**config.mk**
```make
export PLATFORM = sky130hd
export DESIGN_NAME = fetch_sequencer
export DESIGN_NICKNAME = d
export VERILOG_FILES = /design/src/rtl/fetch_pkg.sv /design/src/rtl/fetch_pc_reg.sv /design/src/rtl/fetch_sequencer.sv
export SDC_FILE = /design/constraint.sdc
export NUM_CORES = 1
export LEC_CHECK = 0
export CORE_ASPECT_RATIO = 1.4
export CORE_UTILIZATION = 25
export CTS_CLUSTER_SIZE = 10
export DETAILED_ROUTE_END_ITERATION = 16
export GPL_TIMING_DRIVEN = 0
export PLACE_DENSITY = 0.55
export SYNTH_ARGS = -nofsm -noshare
export SYNTH_HDL_FRONTEND = slang
export SYNTH_SLANG_ARGS = --single-unit
```
**constraint.sdc**
```tcl
create_clock -name Clk -period 2.9 [get_ports Clk]
set_input_delay 0.725 -clock Clk [delete_from_list [all_inputs] [get_ports Clk]]
set_output_delay 0.725 -clock Clk [all_outputs]
set_load 0.02 [all_outputs]
```
**src/rtl/fetch_pkg.sv**
```systemverilog
// Shared types and constants for the instruction-fetch sequencer.
// Latency: n/a (declarations only).
// Backpressure: n/a.
package fetch_pkg;

  localparam int ADDR_W_DEF = 32;
  localparam int PC_STEP    = 4;

  // Fetch controller states
  typedef enum logic [1:0] {
    IDLE = 2'd0,  // one cycle after reset before the first request
    REQ  = 2'd1,  // request outstanding, result will be used
    DROP = 2'd2,  // request outstanding, result is stale and will be discarded
    OUT  = 2'd3   // instruction held for decode
  } state_t;

endpackage

```
**src/rtl/fetch_pc_reg.sv**
```systemverilog
// Fetch PC and pending redirect target registers.
// Latency: loads/increments take effect on the next rising edge.
// Backpressure: none; the controller decides when to load, increment or hold.
// Ports: clk/reset (sync, active-high); load_fetch + fetch_target load the fetch PC;
//        inc_fetch advances it by PC_STEP (modulo 2^ADDR_W); load_pending + pending_in
//        capture a redirect target; fetch_pc/pending_target expose the registers.
module fetch_pc_reg
  import fetch_pkg::*;
#(
  parameter int                ADDR_W   = ADDR_W_DEF,
  parameter logic [ADDR_W-1:0] RESET_PC = '0
) (
  input  logic              clk,
  input  logic              reset,
  input  logic              load_fetch,
  input  logic              inc_fetch,
  input  logic [ADDR_W-1:0] fetch_target,
  input  logic              load_pending,
  input  logic [ADDR_W-1:0] pending_in,
  output logic [ADDR_W-1:0] fetch_pc,
  output logic [ADDR_W-1:0] pending_target
);

  logic [ADDR_W-1:0] fetch_pc_q, fetch_pc_d;
  logic [ADDR_W-1:0] pending_q, pending_d;

  always_comb begin
    fetch_pc_d = fetch_pc_q;
    pending_d  = pending_q;
    // A load always beats an increment; the controller never asks for both.
    if (load_fetch) begin
      fetch_pc_d = fetch_target;
    end else if (inc_fetch) begin
      fetch_pc_d = fetch_pc_q + ADDR_W'(PC_STEP);
    end
    if (load_pending) begin
      pending_d = pending_in;
    end
  end

  always_ff @(posedge clk) begin
    if (reset) begin
      fetch_pc_q <= RESET_PC;
      pending_q  <= '0;
    end else begin
      fetch_pc_q <= fetch_pc_d;
      pending_q  <= pending_d;
    end
  end

  assign fetch_pc       = fetch_pc_q;
  assign pending_target = pending_q;

endmodule

```
**src/rtl/fetch_sequencer.sv**
```systemverilog
// Instruction-fetch controller: owns the fetch PC, requests words from instruction
//   memory (req/ack) and hands instruction+PC to decode (valid/ready).
// Latency: ack at edge t -> InstrValid from t+1; decode transfer at t -> next IMemReq from t+1.
// Backpressure: Stall or ~InstrReady hold the output registers; an outstanding memory
//   request is never withdrawn and redirects during it turn its data into a discard.
// Ports: Clk, Reset (sync, active-high); Stall, InstrReady from decode; BranchTaken /
//   BranchTarget redirect; IMemReq/IMemAddr/IMemAck/IMemData to instruction memory;
//   Instruction/PCResult/InstrValid to decode.
module fetch_sequencer
  import fetch_pkg::*;
#(
  parameter int                ADDR_W   = ADDR_W_DEF,
  parameter logic [ADDR_W-1:0] RESET_PC = '0
) (
  input  logic              Clk,
  input  logic              Reset,
  input  logic              Stall,
  input  logic              BranchTaken,
  input  logic [ADDR_W-1:0] BranchTarget,
  output logic              IMemReq,
  output logic [ADDR_W-1:0] IMemAddr,
  input  logic              IMemAck,
  input  logic [31:0]       IMemData,
  output logic [31:0]       Instruction,
  output logic [ADDR_W-1:0] PCResult,
  output logic              InstrValid,
  input  logic              InstrReady
);

  state_t            state_q, state_d;
  logic              imem_req_q, imem_req_d;
  logic [ADDR_W-1:0] imem_addr_q, imem_addr_d;
  logic [31:0]       instr_q, instr_d;
  logic [ADDR_W-1:0] pc_result_q, pc_result_d;
  logic              instr_valid_q, instr_valid_d;

  logic              pc_load, pc_inc, pend_load;
  logic [ADDR_W-1:0] pc_load_val;
  logic [ADDR_W-1:0] fetch_pc, pending_target;
  logic [ADDR_W-1:0] br_target;
  logic              ack, xfer;

  // Word-aligned redirect target; the low two bits are not meaningful.
  assign br_target = {BranchTarget[ADDR_W-1:2], 2'b00};
  // An ack with no request outstanding is meaningless and is ignored.
  assign ack       = IMemAck & imem_req_q;
  assign xfer      = instr_valid_q & InstrReady & ~Stall;

  fetch_pc_reg #(
    .ADDR_W   (ADDR_W),
    .RESET_PC (RESET_PC)
  ) u_pc_reg (
    .clk            (Clk),
    .reset          (Reset),
    .load_fetch     (pc_load),
    .inc_fetch      (pc_inc),
    .fetch_target   (pc_load_val),
    .load_pending   (pend_load),
    .pending_in     (br_target),
    .fetch_pc       (fetch_pc),
    .pending_target (pending_target)
  );

  always_comb begin
    state_d       = state_q;
    imem_req_d    = imem_req_q;
    imem_addr_d   = imem_addr_q;
    instr_d       = instr_q;
    pc_result_d   = pc_result_q;
    instr_valid_d = instr_valid_q;
    pc_load       = 1'b0;
    pc_inc        = 1'b0;
    pend_load     = 1'b0;
    pc_load_val   = br_target;

    case (state_q)
      IDLE: begin
        state_d     = REQ;
        imem_req_d  = 1'b1;
        imem_addr_d = fetch_pc;
      end

      REQ: begin
        if (ack) begin
          if (BranchTaken) begin
            // Redirect lands with the data: drop the word and re-request at once.
            pc_load     = 1'b1;
            pc_load_val = br_target;
            imem_addr_d = br_target;
          end else begin
            instr_d       = IMemData;
            pc_result_d   = fetch_pc;
            instr_valid_d = 1'b1;
            pc_inc        = 1'b1;
            imem_req_d    = 1'b0;
            state_d       = OUT;
          end
        end else if (BranchTaken) begin
          // Request cannot be withdrawn; remember where to go once it completes.
          pend_load = 1'b1;
          state_d   = DROP;
        end
      end

      DROP: begin
        if (ack) begin
          pc_load     = 1'b1;
          pc_load_val = BranchTaken ? br_target : pending_target;
          imem_addr_d = pc_load_val;
          state_d     = REQ;
        end else if (BranchTaken) begin
          pend_load = 1'b1;
        end
      end

      OUT: begin
        if (BranchTaken) begin
          // Flush the held word whether or not decode is taking it this cycle.
          instr_valid_d = 1'b0;
          pc_load       = 1'b1;
          pc_load_val   = br_target;
          imem_req_d    = 1'b1;
          imem_addr_d   = br_target;
          state_d       = REQ;
        end else if (xfer) begin
          instr_valid_d = 1'b0;
          imem_req_d    = 1'b1;
          imem_addr_d   = fetch_pc;
          state_d       = REQ;
        end
      end

      default: state_d = IDLE;
    endcase
  end

  always_ff @(posedge Clk) begin
    if (Reset) begin
      state_q       <= IDLE;
      imem_req_q    <= 1'b0;
      imem_addr_q   <= RESET_PC;
      instr_q       <= '0;
      pc_result_q   <= '0;
      instr_valid_q <= 1'b0;
    end else begin
      state_q       <= state_d;
      imem_req_q    <= imem_req_d;
      imem_addr_q   <= imem_addr_d;
      instr_q       <= instr_d;
      pc_result_q   <= pc_result_d;
      instr_valid_q <= instr_valid_d;
    end
  end

  assign IMemReq     = imem_req_q;
  assign IMemAddr    = imem_addr_q;
  assign Instruction = instr_q;
  assign PCResult    = pc_result_q;
  assign InstrValid  = instr_valid_q;

endmodule

```
==> results_dict.tcl <==
set metrics [dict create \
    status "finished clean" \
    initial_core_util 0.255 \
    dieHeight_um 202 \
    finClkSkew_ns 0.0108 \
    cts_setup_buffers 0 \
    ys_seq_area_frac 0.442 \
    synth_area_leaders "dfxtp_1 44%, a21oi_1 14%, nand2_1 12%" \
    dp_hpwl_mm 18.3 \
    synth.distinct_cells 50 \
    setup_viol 0 \
    htree_levels 4 \
    use_met2 0.303 \
    synth_top_area_cell "dfxtp_1" \
    min_to "Instruction[29]$_SDFFE_PP0P_" \
    yosysTopAreaCellShare 0.442 \
    synth-async-reset-ratio 0 \
    first_global_vias 6914 \
    clkLatencyLatePin_ns 0.44 \
    required_ns 3.22 \
    cts_inserted_buffers 17 \
    fmax_ghz 0.367 \
    yosysMostFrequentCell "nand2_1" \
    slew_viol_final 0 \
    rsz0062_at_grt "false" \
    finalPower_mw 5.99 \
    cts.sinks 157 \
    hold_depth 2 \
    rr_startpoint "state_q[1]$_SDFFE_PP0P_" \
    drt_iter0_markers 417 \
    drive_gt1_frac 0.0569 \
    cap_violations 0 \
    crit_path_max_fanout 9 \
    track_usage 0.173 \
    syn_area_um2 7110 \
    die-area_um2 29100 \
    nets 1187 \
    maxSlewHeadroom 0.503 \
    hold_viol 0 \
    vias_per_cell 4.74 \
    setup.worst_path.end_class "flip-flop" \
    post_drt_wl_per_cell_um 16.6 \
    final_cell_area_um2 9830 \
    crit_type "input pin to flip-flop" \
    reg2reg_to "u_pc_reg.fetch_pc[31]$_SDFFE_PP0P_" \
    worst_slack_ns 0.177 \
    cts_tree "built" \
    syn_avg_cell_area_um2 7.66 \
    grt_pass1_wl_mm 37.9 \
    clock-root-buffer "clkbuf_16" \
    finalWirelength_mm 24.8 \
    ys_ff_latch 157 \
    met3_usage 0.0362 \
    fp.dieW_um 145 \
    synthTopCellsByCount "230 x nand2_1, 204 x a21oi_1, 157 x dfxtp_1, 75 x o21ai_0, 60 x clkbuf_1" \
    largest_register_ffs 32 \
    gp_congestion 0.874 \
    antenna_found_initial 1 \
    r2r_slack_ns 0.33 \
    worstHoldPathType "flip-flop to flip-flop" \
    grt_use_met1 0.194 \
    cts_buffer_depth 2 \
    drtAntennaViolNets 0 \
    synth-edff-count 0 \
    worst_slew_pin_slew_ns 0.740 \
    core_area_um2 27800 \
    fin_crit_ns 2.72 \
    p_per_area_nw_per_um2 609 \
    hold_start "Instruction[29]$_SDFFE_PP0P_" \
    fp-row-count 72 \
    dr_total_vias 7079 \
    ir_drop_mv 0.254 \
    cts_resized 0 \
    grt_max_degree 17 \
    p_leak_nw 3.41 \
    clk_pin_slew_ns 0.06 \
    start_kind "input pin" \
    io_buffers 163 \
    post-place-ws_ns -0.265 \
    post-route-period-util 0.939 \
    ioPinCount 168 \
    drc 0 \
    synthToLayoutAreaGrowth_pct 38.3 \
    grt-ovfl-total 0 \
    synthCells 928 \
    synth_top_flop_cell "dfxtp_1" \
    arrival_ns 3.04 \
    ctsHoldBuffers 0 \
    placed_area_um2 9210 \
    r2r_cells 8 \
    top_usage_layer "met2" \
    drtPass1Iterations 5 \
    ys_warn_count 0 \
]
[per-stage QoR]
step                      std cells  TNS (ns)  hold WS (ns)   util
after global routing           1495         0         0.472  0.353
after floorplan                 929         0         0.445      -
after detailed placement       1462    -14.15         0.446  0.331
final                          1495         0         0.451  0.353
after global placement         1462    -17.94         0.441  0.331
after CTS                      1494         0         0.455  0.353
[worst max-delay path, cell delays in order]
cell	delay [ns]
clkdlybuf4s50_1	0.62
nand4b_4	0.25
nor4_4	0.74
nand3_1	0.32
o21a_1	0.19
o21a_1	0.17
[worst max path at each step]
| stage | start | cells after the start | to |
|---|---|---|---|
| after floorplan | BranchTaken | 5 | u_pc_reg.fetch_pc[13]$_SDFFE_PP0P_ |
| after global placement | BranchTaken | 7 | Instruction[7]$_SDFFE_PP0P_ |
| after detailed placement | Reset | 5 | PCResult[30]$_SDFFE_PP0P_ |
| after CTS | BranchTaken | 7 | PCResult[30]$_SDFFE_PP0P_ |
| after global routing | BranchTaken | 7 | PCResult[30]$_SDFFE_PP0P_ |
| final | IMemAck | 6 | u_pc_reg.fetch_pc[31]$_SDFFE_PP0P_ |
[cell families (layout without fill, tap and decap cells)]
logic type	after synthesis	in the layout	synth area share
buf+inv	86	281	0.0487
fa+ha+maj	6	6	0.0106
xor+xnor	23	23	0.0283
mux	34	34	0.0507
simple gates	309	309	0.190
other cells	1	3	0.000527
compound gates	312	312	0.229
flops	157	157	0.442
[power by group]
group | total [mW] | internal [mW] | switching [mW] | leakage (nW)
registers | 2.45 | 2.32 | 0.138 | 1.28
logic | 1.15 | 0.454 | 0.696 | 1.83
clock network | 2.38 | 1.40 | 0.985 | 0.305
total | 5.99 | 4.17 | 1.82 | 3.41
[layer usage]
metal / up-vias / wire, um
met3: 52 / 1350
met4: 0 / 904
met2: 231 / 12500
met1: 3246 / 10100
li1: 3550 / -
met5: - / 0
[placed cells by master (no fill, tap or decap), drive strengths merged, types with 4 or more instances in the layout]
cell | Yosys | layout
xor2 | 16 | 16
mux2 | 16 | 16
a21oi | 204 | 204
dfxtp | 157 | 157
mux2i | 18 | 18
a211oi | 9 | 9
buf | 18 | 18
nand4 | 9 | 9
nand2 | 231 | 231
xnor2 | 7 | 7
ha | 6 | 6
o21ai | 79 | 79
a31oi | 4 | 4
clkbuf | 61 | 79
and3 | 7 | 7
nor2 | 23 | 23
clkdlybuf4s50 | 0 | 163
inv | 7 | 12
nor4 | 5 | 5
nand3 | 15 | 15
clkinv | 0 | 5
[layout make-up]
class | count | area (um^2)
well taps | 370 | 463
plain buffers | 79 | 320
repair buffers | 163 | 1630
fillers | 2950 | 18000
clock buffers | 18 | 439
inverters | 7 | 26.3
diodes | 1 | 2.50
flip-flops and latches | 157 | 3140
multi-input cells | 686 | 3630
clock inverters | 14 | 183
(Power assumes the default switching activity.)
==> patch 1 (config.mk and constraints unchanged) <==
Reset style: asynchronous (`Reset` and `reset`), changed in 2 clocked blocks.
--- a/src/rtl/fetch_pc_reg.sv
+++ b/src/rtl/fetch_pc_reg.sv
@@ -40,3 +40,3 @@
 
-  always_ff @(posedge clk) begin
+  always_ff @(posedge clk or posedge reset) begin
     if (reset) begin
--- a/src/rtl/fetch_sequencer.sv
+++ b/src/rtl/fetch_sequencer.sv
@@ -136,3 +136,3 @@
 
-  always_ff @(posedge Clk) begin
+  always_ff @(posedge Clk or posedge Reset) begin
     if (Reset) begin
Check against the original RTL: differs if Reset is asserted again (counterexample within 4 cycles, from zero or initial values and one cycle with Reset high); with Reset held inactive, the same outputs for 4 cycles.
==> patch 1 against the original RTL <==
Sequential cell count did not move. Critical endpoint is now IMemAddr[20]. Utilization fell by 0.81 points. First-iteration DRC count up 19%. The run now ends with DRC left. Setup slack gained 0.094 ns. Design area increased by 8.5%. Wire length rose by 5.9%. Synthesized cell count is 3.9% lower. Area after synthesis is 11% higher.
Power is not compared: it rests on default switching activity, and its combinational part moved more than twofold at a synthesized area within 25%.
==> patch 1: results (changes against the original RTL) <==
\begin{tabular}{lr}
\hline
Metric & Value \\
\hline
\multicolumn{2}{l}{\textbf{Clock network}} \\
Number of buffers inserted by post-CTS setup repair & 0 (unchanged) \\
Clock insertion delay at the later pin of the skew report & 0.44 ns (about the same) \\
Root cell of the clock tree & clkbuf\_16 \\
Total clock buffers created by CTS & 17 (unchanged) \\
Max H-tree Level & 4 (unchanged) \\
Maximum clock insertion buffer count & 2 (unchanged) \\
\multicolumn{2}{l}{\textbf{Yosys}} \\
Post-synth top flop & dfrtp\_1 \\
Sequential-to-total area share from yosys stat & 49.9\% (+5.7 points) \\
Count of unique library cells instantiated by Yosys & 61 (+22\%) \\
Total number of yosys warnings & 0 (unchanged) \\
Post-synth top cells & nand2\_1, dfrtp\_1, a21oi\_1, o21ai\_0, mux2\_2 \\
Top cells by area in the synthesized netlist & dfrtp\_1, nand2\_1, a21oi\_1 \\
Post-Syn Area per Cell & 8.83 µm² (+15\%) \\
Synth async-reset ratio & 100\% (+100 points) \\
\multicolumn{2}{l}{\textbf{Global routing}} \\
First-pass GRT wire length & 41300 µm (+9.0\%) \\
Initial antenna violation count & 1 (unchanged) \\
Global-route total usage across every layer & 16.9\% (-0.40 points) \\
Largest net degree at the start of global routing & 39 (+22) \\
\multicolumn{2}{l}{\textbf{Worst setup path}} \\
Delay of the slowest cell on the worst path & 0.60 ns (-0.14 ns) \\
Cell type of the slowest stage on the worst timing path & o21ai\_1 \\
CP Max Fanout & 10 (+1) \\
R2R setup slack & 0.42 ns (+0.09 ns) \\
Crit path arrival time & 2.93 ns (-0.11 ns) \\
Cell type group with the largest total delay on the critical path & buffers and inverters \\
\multicolumn{2}{l}{\textbf{Finish}} \\
Final Net Count & 1155 (-2.7\%) \\
Number of flip-flops under the largest register name & 32 (unchanged) \\
Share of cells above drive strength 1 & 11.2\% (+5.5 points) \\
\multicolumn{2}{l}{\textbf{Min path}} \\
Path class of the lowest-slack min-delay path & reg -> reg \\
\multicolumn{2}{l}{\textbf{Pwr}} \\
Static leakage & around 4.7 nW \\
Peak supply drop & between 400 and 500 µV \\
Switching portion of total power & about 42\% \\
\multicolumn{2}{l}{\textbf{Detailed routing}} \\
Vias after detailed routing & 6976 (-1.5\%) \\
WL/cell & 17.7 µm (+6.8\%) \\
Remaining routing DRC violations & 22 (+22) \\
Number of DRC markers in iteration 0 & 498 (+19\%) \\
Total iterations of the first detailed-routing run & 11 (+6) \\
Final wirelength & 26300 µm (+5.9\%) \\
\multicolumn{2}{l}{\textbf{Placement}} \\
Half-perimeter wire length of the detailed placement result & 19600 µm (+6.8\%) \\
Quantity of I/O buffers inserted on ports & 163 (unchanged) \\
Final weighted congestion of routability-driven global placement & 0.865 (-1.0\%) \\
\multicolumn{2}{l}{\textbf{Run status}} \\
Violations in the final reports & DRC \\
Run status & finished with violations \\
\multicolumn{2}{l}{\textbf{STA}} \\
Clock Skews & 0.0120 ns (+0.00121 ns) \\
Worst slew pin tran & 0.778 ns (+0.0387 ns) \\
\hline
\end{tabular}
[patch 1: worst register-to-register path, cell delays in order, from the launching register on]
cell and delay [ns]:
dfrtp_1 0.45, inv_1 0.12, ha_1 0.21, buf_2 0.17, nand2b_1 0.10, o22ai_1 0.10, nor2_1 0.25, clkbuf_1 0.48
buf_2 0.37, a21oi_1 0.11
[patch 1: routing by layer]
metal	wire length (µm)	GRT usage (%)	vias up
met2	13600	30.4	195
met4	794	8.27	0
li1	-	-	3394
met5	0	0	-
met3	1110	3.24	39
met1	10700	19.3	3348
[patch 1: cells by family after synthesis]
group | Yosys count | synth area share [%]
AOI/OAI and AO/OA | 198 | 14.2
xor gates and xnor gates | 14 | 1.56
adders and majority gates | 6 | 0.953
buffers and inverters | 75 | 4.53
DFF | 157 | 49.9
muxes | 43 | 6.00
other | 1 | 0.0476
and+or+nand+nor | 398 | 22.9
[patch 1: path summary, 6_finish.rpt]
| path | from | to | cells past startpoint |
|---|---|---|---|
| min in group asynchronous | Reset | Instruction[8] | 2 |
| setup / recovery | IMemAck | IMemAddr[20] | 7 |
| hold reg to reg | Instruction[20] | Instruction[20] | 2 |
| setup reg to reg | state_q[0] | u_pc_reg.fetch_pc[18] | 9 |
| hold / removal | Instruction[20] | Instruction[20] | 2 |
| max in group asynchronous | Reset | PCResult[13] | 5 |
[patch 1: cell type report]
cell class | instances | area [µm²]
multi-input cells | 661 | 3600
inverters | 8 | 33.8
diodes | 1 | 2.50
flip-flops and latches | 157 | 3930
clock inverters | 11 | 145
repair buffers | 167 | 1710
fillers | 3152 | 20200
well taps | 390 | 488
plain buffers | 67 | 327
clock buffers | 20 | 437
[patch 1: power groups by stage]
stage	clock network, W	logic, W	registers (W)
final	0.00228	0.00566	0.00410
after global placement	0	0.00564	0.00410
after floorplan	0	0.00267	0.00465
after detailed placement	0	0.00570	0.00414
after global routing	0.00242	0.00620	0.00425
after CTS	0.00236	0.00573	0.00410
[patch 1: stage by stage]
step / hold slack, ns / setup slack (ns) / cell area, µm²
after detailed placement: 0.463 / -0.261 / 10100
after global placement: 0.459 / -1.41 / 10000
after CTS: 0.478 / 0.215 / 10700
after floorplan: 0.491 / 0.188 / 7890
after global routing: 0.492 / 0.0310 / 10700
final: 0.473 / 0.271 / 10700
==> patch 2 (same flow settings) <==
Without the edit above. Change the package constant `ADDR_W_DEF` from 32 to 48.
--- a/src/rtl/fetch_pkg.sv
+++ b/src/rtl/fetch_pkg.sv
@@ -5,3 +5,3 @@
 
-  localparam int ADDR_W_DEF = 32;
+  localparam int ADDR_W_DEF = 48;
   localparam int PC_STEP    = 4;
Interface: changed (resized BranchTarget, IMemAddr and PCResult); port bits go from 168 to 216. No check against the original RTL was run, so the function may have changed too.
==> patch 2 against the original RTL <==
Hold slack hardly changed. Via count is 50% higher. Fmax is 1.3% lower. Clock skew is 0.010 ns higher. Critical path depth is 1 higher. Power is 35% higher. Wire length is 61% higher. Combinational power is 50% higher. Sequential cell count is 64 higher. Area after synthesis is 45% higher. Setup slack worse by 0.037 ns. Sequential power is 40% higher. Design area is 41% higher. Largest cell class unchanged.
==> patch 2: results (changes against the original RTL) <==
\begin{tabular}{lr}
\hline
Metric & Value \\
\hline
\multicolumn{2}{l}{\textbf{Run status}} \\
Run status & finished, final reports clean \\
\multicolumn{2}{l}{\textbf{Yosys}} \\
Count of unique library cells instantiated by Yosys & 55 (+10\%) \\
Top cells by area in the synthesized netlist & dfxtp\_1, nand2\_1, a21oi\_1 \\
Post-synth top cells & nand2\_1, dfxtp\_1, a21oi\_1, clkbuf\_1, nor2\_1 \\
Sequential-to-total area share from yosys stat & 42.9\% (-1.3 points) \\
\multicolumn{2}{l}{\textbf{Placement}} \\
Post-Place Setup Slack & -0.767 ns (-0.502 ns) \\
Quantity of I/O buffers inserted on ports & 210 (+29\%) \\
Half-perimeter wire length of the detailed placement result & 29500 µm (+61\%) \\
Final weighted congestion of routability-driven global placement & 0.881 (+0.80\%) \\
\multicolumn{2}{l}{\textbf{Global routing}} \\
Met2 Use GR & 33.3\% (+3.0 points) \\
Global Route met1 Usage & 21.4\% (+2.0 points) \\
Global-route total usage across every layer & 18.4\% (+1.1 points) \\
Number of global-route vias before repair & 10500 (+52\%) \\
First-pass GRT wire length & 61000 µm (+61\%) \\
\multicolumn{2}{l}{\textbf{Worst setup path}} \\
Crit path arrival time & 3.23 ns (+0.19 ns) \\
CP Max Fanout & 10 (+1) \\
\multicolumn{2}{l}{\textbf{STA}} \\
Worst slew pin tran & 1.01 ns (+0.275 ns) \\
Final Cycle Share & 95.2\% (+1.3 points) \\
Clock Skews & 0.0211 ns (+0.0103 ns) \\
\multicolumn{2}{l}{\textbf{Clock network}} \\
Clock insertion delay at the later pin of the skew report & 0.55 ns (+0.11 ns) \\
Maximum clock insertion buffer count & 3 (+1) \\
Total clock buffers created by CTS & 26 (+9) \\
\multicolumn{2}{l}{\textbf{Pwr}} \\
Static leakage & 4.58 nW (+34\%) \\
Switching portion of total power & 30.9\% (+0.57 points) \\
Peak supply drop & 364 µV (+44\%) \\
\multicolumn{2}{l}{\textbf{Detailed routing}} \\
Number of DRC markers in iteration 0 & 720 (+73\%) \\
Via-to-Cell Ratio & 4.90 (+3.4\%) \\
\multicolumn{2}{l}{\textbf{Finish}} \\
Final Net Count & 1715 (+44\%) \\
N\_diodes & 0 (-1) \\
Number of flip-flops under the largest register name & 47 (+47\%) \\
Share of cells above drive strength 1 & 7.07\% (+1.4 points) \\
\hline
\end{tabular}
patch 2: cell types whose count changed after synthesis, sizes merged, moves of 12 or more:
cell | unedited run | this run
a211oi | 9 | 52
a31o | 0 | 34
buf | 18 | 31
clkbuf | 61 | 90
dfxtp | 157 | 221
mux2 | 16 | 1
mux2i | 18 | 1
nand2 | 231 | 411
nand4 | 9 | 21
nor2 | 23 | 61
nor3 | 3 | 54
o21ai | 79 | 55
xnor2 | 7 | 24
patch 2: cells by family after synthesis:
kind of cell	after synthesis	synth area share, %
flip-flops	221	42.9
adder cells (fa/ha/maj)	6	0.728
AND/OR/NAND/NOR	622	26.9
other	1	0.0364
AO/OA/AOI/OAI	367	21.0
multiplexers	2	0.206
buffers and inverters	128	5.12
XOR/XNOR	37	3.14
patch 2: layout make-up:
type	count	area, µm²
multi-input cells	1036	5370
repair buffers	210	2100
fillers	4397	26700
clock inverters	1	5.00
well taps	534	668
clock buffers	31	711
inverters	7	26.3
plain buffers	121	512
flip-flops and latches	221	4420
patch 2: critical path, stage by stage:
cell             delay [ns]
clkdlybuf4s50_1        0.58
clkbuf_1               0.38
and3_1                 0.22
clkbuf_1               0.59
buf_1                  0.48
nand2_1                0.12
a21oi_1                0.13
patch 2: repair_timing:
action	in CTS	in global routing
pin swaps	0	1
gates resized for setup	4	12
cloned	0	0
endpoints found under the setup margin	81	43
patch 2: per-stage QoR:
stage               TNS (ns)  instance area [µm²]  instances  total power [W]  hold slack, ns
finish                     0                13800       2161          0.00811           0.451
CTS                        0                13800       2161          0.00819           0.454
detailed placement    -98.26                13100       2129          0.00522           0.446
global route               0                13800       2161          0.00847           0.470
floorplan                  0                10300       1385          0.00441           0.449
global placement      -95.99                13100       2129          0.00520           0.443
patch 2: power by group through the flow:
stage                     Clock, W  Combinational [W]  Sequential, W
final                      0.00295            0.00172        0.00344
after CTS                  0.00303            0.00173        0.00343
after global routing       0.00313            0.00187        0.00346
after detailed placement         0            0.00172        0.00350
after floorplan                  0           0.000808        0.00360
after global placement           0            0.00171        0.00349
patch 2: path summary, 6_finish.rpt:
path	from	end	slack (ns)	cells past startpoint
worst max register to register	state_q[1]	u_pc_reg.fetch_pc[31]	0.21	9
worst max-delay path	BranchTaken	u_pc_reg.pending_target[20]	0.14	7
worst min-delay path	PCResult[47]	PCResult[47]	0.45	2
worst min register to register	PCResult[47]	PCResult[47]	0.45	2
patch 2: per-layer routing:
layer | vias to the layer above | share of wire [%]
met3 | 81 | 5.5
met2 | 323 | 51
met4 | 2 | 3.5
li1 | 5209 | -
met1 | 4969 | 40
met5 | - | 0.043
